## src/rtl/bram_fifo_ctrl_if.sv

```systemverilog
// Valid/ready word stream. The producer uses master, the consumer uses slave.
interface bram_fifo_ctrl_if #(
  parameter int DATA_W = 16
);
  logic              valid;
  logic              ready;
  logic [DATA_W-1:0] data;

  modport master (output valid, output data, input ready);
  modport slave  (input valid, input data, output ready);
endinterface

```

## src/rtl/bram_fifo_ctrl.sv

```systemverilog
// Stream FIFO controller around a true dual-port BRAM: port A writes, port B prefetches
// into a 2-entry output stage. Optional sticky ovf/udf flags under BRAM_FIFO_FLAGS_EN.
module bram_fifo_ctrl #(
  parameter int ADDR_W = 10,
  parameter int DATA_W = 16
) (
  input  logic              clk,
  input  logic              rst_n,
  bram_fifo_ctrl_if.slave   s,
  bram_fifo_ctrl_if.master  m,
  output logic [ADDR_W+1:0] level,
  output logic              wrena,
  output logic              rdena,
  output logic [ADDR_W-1:0] addra,
  output logic [DATA_W-1:0] dina,
  output logic              wrenb,
  output logic              rdenb,
  output logic [ADDR_W-1:0] addrb,
  output logic [DATA_W-1:0] dinb,
  input  logic [DATA_W-1:0] doutb,
  output logic              ovf,
  output logic              udf,
  input  logic              clr_flags
);
  localparam int PW = ADDR_W + 1;
  localparam int LW = ADDR_W + 2;

  logic [ADDR_W:0]             wr_ptr_q, wr_ptr_d, rd_ptr_q, rd_ptr_d;
  logic                        alive_q;
  logic                        inflight_q, inflight_d;
  logic [1:0]                  stage_cnt_q, stage_cnt_d;
  logic [1:0][DATA_W-1:0]      stage_q, stage_d;
  logic [LW-1:0]               level_q, level_d;
  logic                        mem_full, mem_empty, wr_acc, pop, rd_iss;
  logic [1:0]                  base;

  // Full/empty come from registered pointers only, so a read never targets a slot
  // written this cycle and a freed slot is not rewritten in its read-issue cycle.
  assign mem_empty = (wr_ptr_q == rd_ptr_q);
  assign mem_full  = (wr_ptr_q[ADDR_W-1:0] == rd_ptr_q[ADDR_W-1:0]) &&
                     (wr_ptr_q[ADDR_W] != rd_ptr_q[ADDR_W]);

  assign s.ready = alive_q & ~mem_full;
  assign m.valid = (stage_cnt_q != 2'd0);
  assign m.data  = stage_q[0];

  assign wr_acc = s.valid & s.ready;
  assign pop    = m.valid & m.ready;
  assign rd_iss = ~mem_empty & ((({1'b0, stage_cnt_q} + {2'b00, inflight_q}) < 3'd2) | pop);

  assign wrena = wr_acc;
  assign addra = wr_ptr_q[ADDR_W-1:0];
  assign dina  = s.data;
  assign rdena = 1'b0;
  assign wrenb = 1'b0;
  assign rdenb = rd_iss;
  assign addrb = rd_ptr_q[ADDR_W-1:0];
  assign dinb  = '0;
  assign level = level_q;

  always_comb begin
    wr_ptr_d   = wr_ptr_q + PW'(wr_acc);
    rd_ptr_d   = rd_ptr_q + PW'(rd_iss);
    inflight_d = rd_iss;
    level_d    = level_q + LW'(wr_acc) - LW'(pop);
    stage_d    = stage_q;
    // Pop shifts the pair first; returning BRAM data lands behind whatever remains.
    base       = stage_cnt_q - {1'b0, pop};
    if (pop) stage_d[0] = stage_q[1];
    if (inflight_q) stage_d[base[0]] = doutb;
    stage_cnt_d = base + {1'b0, inflight_q};
  end

  always_ff @(posedge clk or negedge rst_n) begin
    if (!rst_n) begin
      wr_ptr_q    <= '0;
      rd_ptr_q    <= '0;
      alive_q     <= 1'b0;
      inflight_q  <= 1'b0;
      stage_cnt_q <= 2'd0;
      stage_q     <= '0;
      level_q     <= '0;
    end else begin
      wr_ptr_q    <= wr_ptr_d;
      rd_ptr_q    <= rd_ptr_d;
      alive_q     <= 1'b1;
      inflight_q  <= inflight_d;
      stage_cnt_q <= stage_cnt_d;
      stage_q     <= stage_d;
      level_q     <= level_d;
    end
  end

`ifdef BRAM_FIFO_FLAGS_EN
  logic ovf_q, ovf_d, udf_q, udf_d;

  // A set condition in the same cycle as clr_flags wins.
  always_comb begin
    ovf_d = clr_flags ? 1'b0 : ovf_q;
    udf_d = clr_flags ? 1'b0 : udf_q;
    if (s.valid & ~s.ready) ovf_d = 1'b1;
    if (m.ready & ~m.valid) udf_d = 1'b1;
  end

  always_ff @(posedge clk or negedge rst_n) begin
    if (!rst_n) begin
      ovf_q <= 1'b0;
      udf_q <= 1'b0;
    end else begin
      ovf_q <= ovf_d;
      udf_q <= udf_d;
    end
  end

  assign ovf = ovf_q;
  assign udf = udf_q;
`else
  logic unused_clr_flags;
  assign unused_clr_flags = clr_flags;
  assign ovf = 1'b0;
  assign udf = 1'b0;
`endif
endmodule

```

## src/flat_wrapper.sv

```systemverilog
// flat-port wrapper written by rule: the top's interface ports become plain ports
module bram_fifo_ctrl_flat 
#(
  parameter int ADDR_W = 10,
  parameter int DATA_W = 16
)
  (clk, rst_n, level, wrena, rdena, addra, dina, wrenb, rdenb, addrb, dinb, doutb, ovf, udf, clr_flags, s_valid, s_data, s_ready, m_valid, m_data, m_ready);
  bram_fifo_ctrl_if #(.DATA_W(DATA_W)) s_i ();
  bram_fifo_ctrl_if #(.DATA_W(DATA_W)) m_i ();
  input  logic clk;
  input  logic rst_n;
  output logic [ADDR_W+1:0] level;
  output logic wrena;
  output logic rdena;
  output logic [ADDR_W-1:0] addra;
  output logic [DATA_W-1:0] dina;
  output logic wrenb;
  output logic rdenb;
  output logic [ADDR_W-1:0] addrb;
  output logic [DATA_W-1:0] dinb;
  input  logic [DATA_W-1:0] doutb;
  output logic ovf;
  output logic udf;
  input  logic clr_flags;
  input wire logic [$bits(s_i.valid)-1:0] s_valid;
  input wire logic [$bits(s_i.data)-1:0] s_data;
  output wire logic [$bits(s_i.ready)-1:0] s_ready;
  output wire logic [$bits(m_i.valid)-1:0] m_valid;
  output wire logic [$bits(m_i.data)-1:0] m_data;
  input wire logic [$bits(m_i.ready)-1:0] m_ready;
  assign s_i.valid = s_valid;
  assign s_i.data = s_data;
  assign s_ready = s_i.ready;
  assign m_valid = m_i.valid;
  assign m_data = m_i.data;
  assign m_i.ready = m_ready;
  bram_fifo_ctrl #(.ADDR_W(ADDR_W), .DATA_W(DATA_W)) u_core (.clk(clk), .rst_n(rst_n), .s(s_i), .m(m_i), .level(level), .wrena(wrena), .rdena(rdena), .addra(addra), .dina(dina), .wrenb(wrenb), .rdenb(rdenb), .addrb(addrb), .dinb(dinb), .doutb(doutb), .ovf(ovf), .udf(udf), .clr_flags(clr_flags));
endmodule
```

## config.mk

```make
export PLATFORM = sky130hd
export DESIGN_NAME = bram_fifo_ctrl_flat
export DESIGN_NICKNAME = d
export VERILOG_FILES = /design/src/rtl/bram_fifo_ctrl_if.sv /design/src/rtl/bram_fifo_ctrl.sv /design/src/flat_wrapper.sv
export SDC_FILE = /design/constraint.sdc
export NUM_CORES = 1
export LEC_CHECK = 0
export CAP_MARGIN = 20
export CORE_MARGIN = 10
export CORE_UTILIZATION = 30
export DETAILED_ROUTE_END_ITERATION = 6
export GPL_TIMING_DRIVEN = 0
export REMOVE_ABC_BUFFERS = 1
export SYNTH_ARGS = -nofsm -noshare
export SYNTH_HDL_FRONTEND = slang
export SYNTH_SLANG_ARGS = --single-unit
```

## constraint.sdc

```tcl
create_clock -name clk -period 8.15 [get_ports clk]
set_input_delay 2.445 -clock clk [delete_from_list [all_inputs] [get_ports clk]]
set_output_delay 2.445 -clock clk [all_outputs]
set_load 0.05 [all_outputs]
```

==> results of run 1 <==
==> state kept, by name, summed over array words and instances, names as in the netlist <==
register / count
u_core.m.data: 16
u_core.stage_q: 16
u_core.level: 12
u_core.rd_ptr_q: 11
u_core.wr_ptr_q: 11
u_core.stage_cnt_q: 2
u_core.alive_q: 1
u_core.inflight_q: 1
==> stage by stage <==
step           setup WS (ns)  instances  hold WS, ns
2_1_floorplan           2.40        299        0.460
3_3_place_gp            1.41        542        0.481
3_5_place_dp            1.43        543        0.481
4_1_cts                 1.41        559        0.497
5_1_grt                 1.32        560        0.519
6_report                1.46        560        0.496
==> metal layers <==
metal,track usage,vias to the layer above
met3,0.0538,9
met4,0.0308,0
li1,-,1152
met1,0.106,1179
met5,0,-
met2,0.151,92
==> layout make-up <==
type                    instances  area share
well taps                     172      0.0467
inverters                      17      0.0138
clock inverters                 4     0.00488
clock buffers                  12      0.0534
repair buffers                 73       0.164
flip-flops and latches         70       0.380
multi-input cells             212       0.337
==> worst max path at each step <==
stage                     startpoint  endpoint  slack, ns  cells past startpoint
final                        m_ready     rdenb       1.46                      4
after global routing         m_ready     rdenb       1.32                      4
after CTS                    m_ready     rdenb       1.41                      4
after detailed placement     m_ready     rdenb       1.43                      4
after global placement       m_ready     rdenb       1.41                      4
after floorplan              m_ready     rdenb       2.40                      2
==> kinds of logic (layout without fill, tap and decap cells) <==
group	count (synthesis)	count (layout)
muxes	32	32
DFF	70	70
and+or+nand+nor	61	61
AOI/OAI and AO/OA	37	37
buffers and inverters	97	106
other	2	21
xor gates and xnor gates	42	42
adders and majority gates	19	19
==> synth_stat cells (2+ instances only) <==
cell and instances:
and3_1 5, a21o_1 2, dfrtp_1 70, and2_1 2, xor2_1 11, nand2_1 24, nor2_1 5, mux2i_1 16
ha_1 18, a21oi_1 8, xnor2_1 31, nand3_1 15, o21ai_1 18, mux2_2 16, buf_4 72, nand4_1 3
inv_1 17, clkbuf_1 6, conb_1 2
==> flow_metrics.py, run 1 <==
metrics = {
    "floorplanning": {
        "die_h_um": 134,
        "die_area_um2": 17900,
        "chipWidth_um": 134,
        "ioPinCount": 125,
        "start_util": 0.307,
        "fp-row-count": 41,
        "fp.coreArea_um2": 12600,
    },
    "final_layout": {
        "synthToLayoutAreaGrowth_pct": 18.9,
        "fin_nets": 439,
        "utilization": 0.365,
        "layout_common_cells": "clkdlybuf4s50_1 (70), dfrtp_1 (70), xnor2_1 (31)",
        "drive_gt1_frac": 0.0954,
        "register_area_um2": 1750,
        "design_area_um2": 4610,
        "multiInputGateArea_um2": 1560,
        "antenna_cells": 0,
        "fillers": 1272,
    },
    "synth": {
        "synth-seq-cells": 70,
        "yosysWarningCount": 0,
        "synth_xor_xnor_area_share": 0.0948,
        "synth_flop_cell": "dfrtp_1",
        "muxShareOfSynthArea": 0.0877,
        "synth_cell_types": 38,
        "synth_top_family_by_area": "buffers and inverters",
        "ys_top_cells_by_area": "dfrtp_1 (45%), buf_4 (14%), xnor2_1 (7.0%)",
        "syn_avg_cell_area_um2": 10.8,
        "ys_seq_area_frac": 0.451,
        "netlist_instances": 360,
        "synth-edff-count": 0,
        "yosys.area.top_type_share": 0.451,
        "synthAdderAreaFrac": 0.0632,
        "yosysTopAreaCell": "dfrtp_1",
        "syn_area_um2": 3880,
        "synth_async_sr_flop_share": 1.00,
        "synth_simple_gate_area_frac": 0.0767,
        "synth_compound_area_frac": 0.0584,
    },
    "clocking": {
        "post-cts-setup-buffers": 0,
        "clkSinkCount": 70,
        "clk_latency_ns": 0.32,
        "numCtsBuffers": 9,
        "cts_resized": 0,
        "holdBufCountCts": 0,
        "htree_levels": 3,
        "cts-root-buf": "clkbuf_16",
        "cts_buffer_depth": 2,
        "cts_tree": "yes",
        "clk_pin_slew_worst_paths_ns": 0.05,
    },
    "worst_hold_path": {
        "hold_path_class": "reg -> reg",
        "min_from": "u_core.stage_cnt_q[1]",
        "holdPathEnd": "u_core.stage_cnt_q[1]",
        "hold_path_depth": 1,
    },
    "setup_path": {
        "slowest_stage": "clkdlybuf4s50_1",
        "crit_type": "in -> out",
        "crit_buf_inv": 2,
        "worst-r2r-cell-count": 12,
        "crit_fanout": 3,
        "end_kind": "output pin",
        "required_ns": 5.71,
        "critPathLaunchType": "input pin",
        "crit_path_cell_trace": "clkdlybuf4s50_1, nor2_1, a21oi_1, clkdlybuf4s50_1",
        "cpMostUsedCell": "clkdlybuf4s50_1",
        "path_delay_family": "buffers and inverters",
        "r2r_slack_ns": 4.75,
        "arrival_ns": 4.25,
        "reg2reg_from": "u_core.wr_ptr_q[7]",
        "slowest_delay_ns": 0.88,
        "r2r-end": "u_core.level[10]",
    },
    "sta": {
        "fmax_mhz": 149,
        "hold_violations": 0,
        "min_period_ns": 6.69,
        "finalSetupTns_ns": 0,
        "setup_violations": 0,
        "fin_skew_ns": 0.00780,
        "rsz0062_at_grt": "false",
        "drv_slew": 0,
        "maxSlewHeadroom": 0.412,
        "post-route-period-util": 0.821,
        "tightest_slew_ns": 0.882,
    },
    "route": {
        "top_layer_used": "met4",
        "drc": 0,
        "viasPerCell": 4.34,
        "wl_met1_um": 3470,
        "wl_met3_um": 798,
        "drtAntennaViolNets": 0,
        "wirelength_um": 8220,
        "wire_per_inst_um": 14.7,
        "drt_iter0_markers": 75,
        "wl_met2_um": 3850,
        "drt-pass1-iter-count": 4,
        "vias": 2432,
    },
    "global_routing": {
        "antenna_found_initial": 0,
        "globalRoute.totalOverflow": 0,
        "grt_pass1_vias": 2690,
        "grt_pass1_wl_um": 13800,
        "grt_max_degree": 38,
        "grt_usage": 0.0954,
    },
    "place": {
        "numPortBuffers": 71,
        "dpl.hpwl_um": 6110,
        "placed_area_um2": 4320,
        "gp_congestion": 0.778,
    },
    "outcome": {
        "status": "completed",
    },
    "flow_run": {
        "drv_cap": 0,
    },
}
Power of run 1 is not shown: default switching activity piles up to over one toggle a cycle in this logic, so the estimate is an artifact.
==> inputs of run 2 (changes only) <==
==> constraint.sdc (replaced) <==
create_clock -name clk -period 5.5 [get_ports clk]
set_input_delay 1.65 -clock clk [delete_from_list [all_inputs] [get_ports clk]]
set_output_delay 1.65 -clock clk [all_outputs]
set_load 0.05 [all_outputs]
==> results of run 2 <==
Same layout as run 1 (identical final DEF). Status: completed.
Among the figures that moved: setup slack after placement 1.43 ns -> 0.370 ns; setup slack after layout 1.46 ns -> 0.397 ns; register-to-register setup slack 4.75 ns -> 2.10 ns
Power of run 2 is left out for the same reason.
==> inputs of run 3 (changes only) <==
--- a/config.mk
+++ b/config.mk
@@ -5,12 +5,10 @@
 export SDC_FILE = /design/constraint.sdc
 export NUM_CORES = 1
 export LEC_CHECK = 0
-export CAP_MARGIN = 20
 export CORE_MARGIN = 10
 export CORE_UTILIZATION = 30
 export DETAILED_ROUTE_END_ITERATION = 6
 export GPL_TIMING_DRIVEN = 0
-export REMOVE_ABC_BUFFERS = 1
 export SYNTH_ARGS = -nofsm -noshare
 export SYNTH_HDL_FRONTEND = slang
 export SYNTH_SLANG_ARGS = --single-unit
==> run 3 against run 2 <==
Compared with the run above: final cell count rose by 17%; clock skew fell by 0.00055 ns; fmax fell by 0.12%; setup slack got worse by 0.0064 ns; first-iteration DRC count rose by 67%; critical path type unchanged; largest cell class unchanged.
==> flow_metrics.py, run 3 (synthesis gave the netlist of run 1 again) <==
metrics = {
    "outcome": {
        "status": "completed",
    },
    "power": {
        "irDropWorstVdd_v": 0.000426,
        "intPower_mw": 2.11,
        "power_density_nw_per_um2": 712,
        "sw_frac_of_total": 0.448,
        "power.share.clock": 0.160,
        "p_total_mw": 3.83,
        "power_frac_comb": 0.594,
        "p_leak_nw": 2.52,
        "pwr-share-seq": 0.246,
        "netSwitchingPower_mw": 1.71,
    },
    "sta": {
        "fmax_mhz": 196,
        "fin_skew_ns": 0.00724,
        "min_period_ns": 5.11,
        "tightest_slew_ns": 0.569,
        "hold_violations": 0,
        "setup_violations": 0,
        "post-route-period-util": 0.929,
        "maxSlewHeadroom": 0.621,
        "drv_slew": 0,
        "finalSetupTns_ns": 0,
        "rsz0062_at_grt": "false",
    },
    "floorplanning": {
        "fp-row-count": 41,
        "fp.coreArea_um2": 12600,
        "ioPinCount": 125,
        "chipWidth_um": 134,
        "start_util": 0.307,
        "die_area_um2": 17900,
        "die_h_um": 134,
    },
    "worst_hold_path": {
        "hold_path_class": "reg -> reg",
        "min_from": "u_core.wr_ptr_q[10]",
        "hold_path_depth": 1,
        "holdPathEnd": "u_core.wr_ptr_q[10]",
    },
    "setup_path": {
        "r2r-end": "u_core.level[10]",
        "crit_buf_inv": 2,
        "slowest_delay_ns": 0.89,
        "slowest_stage": "clkdlybuf4s50_1",
        "required_ns": 3.85,
        "critPathLaunchType": "input pin",
        "end_kind": "output pin",
        "crit_type": "in -> out",
        "cpMostUsedCell": "clkdlybuf4s50_1",
        "crit_path_cell_trace": "clkdlybuf4s50_1, nor2_1, a21oi_1, clkdlybuf4s50_1",
        "reg2reg_from": "u_core.wr_ptr_q[6]",
        "r2r_slack_ns": 2.27,
        "worst-r2r-cell-count": 12,
        "arrival_ns": 3.46,
        "path_delay_family": "buffers and inverters",
        "cp_num_cells": 4,
        "crit_fanout": 3,
    },
    "clocking": {
        "cts_tree": "yes",
        "clkSinkCount": 70,
        "numCtsBuffers": 9,
        "clk_latency_ns": 0.33,
        "htree_levels": 3,
        "post-cts-setup-buffers": 0,
        "cts-root-buf": "clkbuf_16",
        "holdBufCountCts": 0,
        "clk_pin_slew_worst_paths_ns": 0.05,
        "cts_resized": 0,
        "cts_buffer_depth": 2,
    },
    "route": {
        "drt-pass1-iter-count": 4,
        "drtAntennaViolNets": 0,
        "drt_iter0_markers": 125,
        "viasPerCell": 4.14,
        "wire_per_inst_um": 13.5,
        "drc": 0,
        "wirelength_um": 8840,
        "vias": 2714,
    },
    "final_layout": {
        "utilization": 0.426,
        "antenna_cells": 0,
        "synthToLayoutAreaGrowth_pct": 38.6,
        "layout_commonest_cell": "clkdlybuf4s50_1",
        "layout_common_cells": "clkdlybuf4s50_1 (86), buf_4 (73), dfrtp_1 (70)",
        "drive_gt1_frac": 0.230,
        "fin_nets": 534,
    },
    "place": {
        "dpl.hpwl_um": 6830,
        "numPortBuffers": 87,
        "gp_congestion": 0.742,
    },
    "global_routing": {
        "grt_pass1_vias": 2966,
        "grt_max_degree": 71,
        "globalRoute.totalOverflow": 0,
        "antenna_found_initial": 0,
        "grt_pass1_wl_um": 14700,
        "grt_usage": 0.0996,
    },
    "flow_run": {
        "drv_cap": 0,
    },
}
run 3: cell types whose count changed in the layout (fill, tap and decap cells not counted), sizes merged:
cell / delta
buf: +73
bufinv: +2
clkbuf: +4
clkdlybuf4s50: +16
run 3: worst max-delay path by stage:
stage	startpoint	end	slack, ns
3_3_place_gp	rst_n	u_core.m.data[7]	0.31
2_1_floorplan	m_ready	rdenb	1.34
5_1_grt	m_ready	rdenb	0.31
4_1_cts	m_ready	rdenb	0.37
3_5_place_dp	m_ready	rdenb	0.38
6_report	m_ready	rdenb	0.39
run 3: routing by layer:
metal | global-route usage | routed length (um) | up-vias
li1 | - | - | 1340
met1 | 0.113 | 3790 | 1281
met2 | 0.166 | 4290 | 85
met3 | 0.0444 | 684 | 8
met4 | 0.0266 | 75 | 0
met5 | 0 | 0 | -
run 3: cell type report:
| type | count | area [um^2] |
|---|---|---|
| Fill cell | 1239 | 7240 |
| Tap cell | 172 | 215 |
| Timing Repair Buffer | 88 | 896 |
| Sequential cell | 70 | 1750 |
| Clock inverter | 6 | 86.3 |
| Inverter | 17 | 63.8 |
| Clock buffer | 10 | 229 |
| Multi-Input combinational cell | 212 | 1560 |
| Buffer | 80 | 579 |
run 3: through the flow:
stage | cells | setup WS (ns) | hold slack [ns] | instance area, um^2
after floorplan | 379 | 1.34 | 0.460 | 3950
after global placement | 638 | 0.308 | 0.481 | 5040
after detailed placement | 639 | 0.384 | 0.482 | 5060
after CTS | 655 | 0.369 | 0.497 | 5380
after global routing | 655 | 0.309 | 0.512 | 5380
final | 655 | 0.391 | 0.496 | 5380
run 3: power groups by stage:
stage / logic, mW / clock network, mW / registers (mW)
3_5_place_dp: 2.30 / 0 / 0.953
5_1_grt: 2.48 / 0.651 / 0.977
2_1_floorplan: 1.57 / 0 / 1.07
6_report: 2.28 / 0.611 / 0.942
3_3_place_gp: 2.26 / 0 / 0.946
4_1_cts: 2.31 / 0.634 / 0.946
run 3: worst reg2reg max path, cell delays in order (launching register included):
cell and delay (ns):
dfrtp_1 0.45, xnor2_1 0.18, nand4_1 0.13, nor4_1 0.34, nand2b_1 0.14, and3_1 0.26, ha_1 0.25, fa_1 0.45
a211oi_2 0.23, o21ai_2 0.12, a2111oi_2 0.34, or3_1 0.17, xnor2_1 0.10
(Power assumes the default switching activity.)
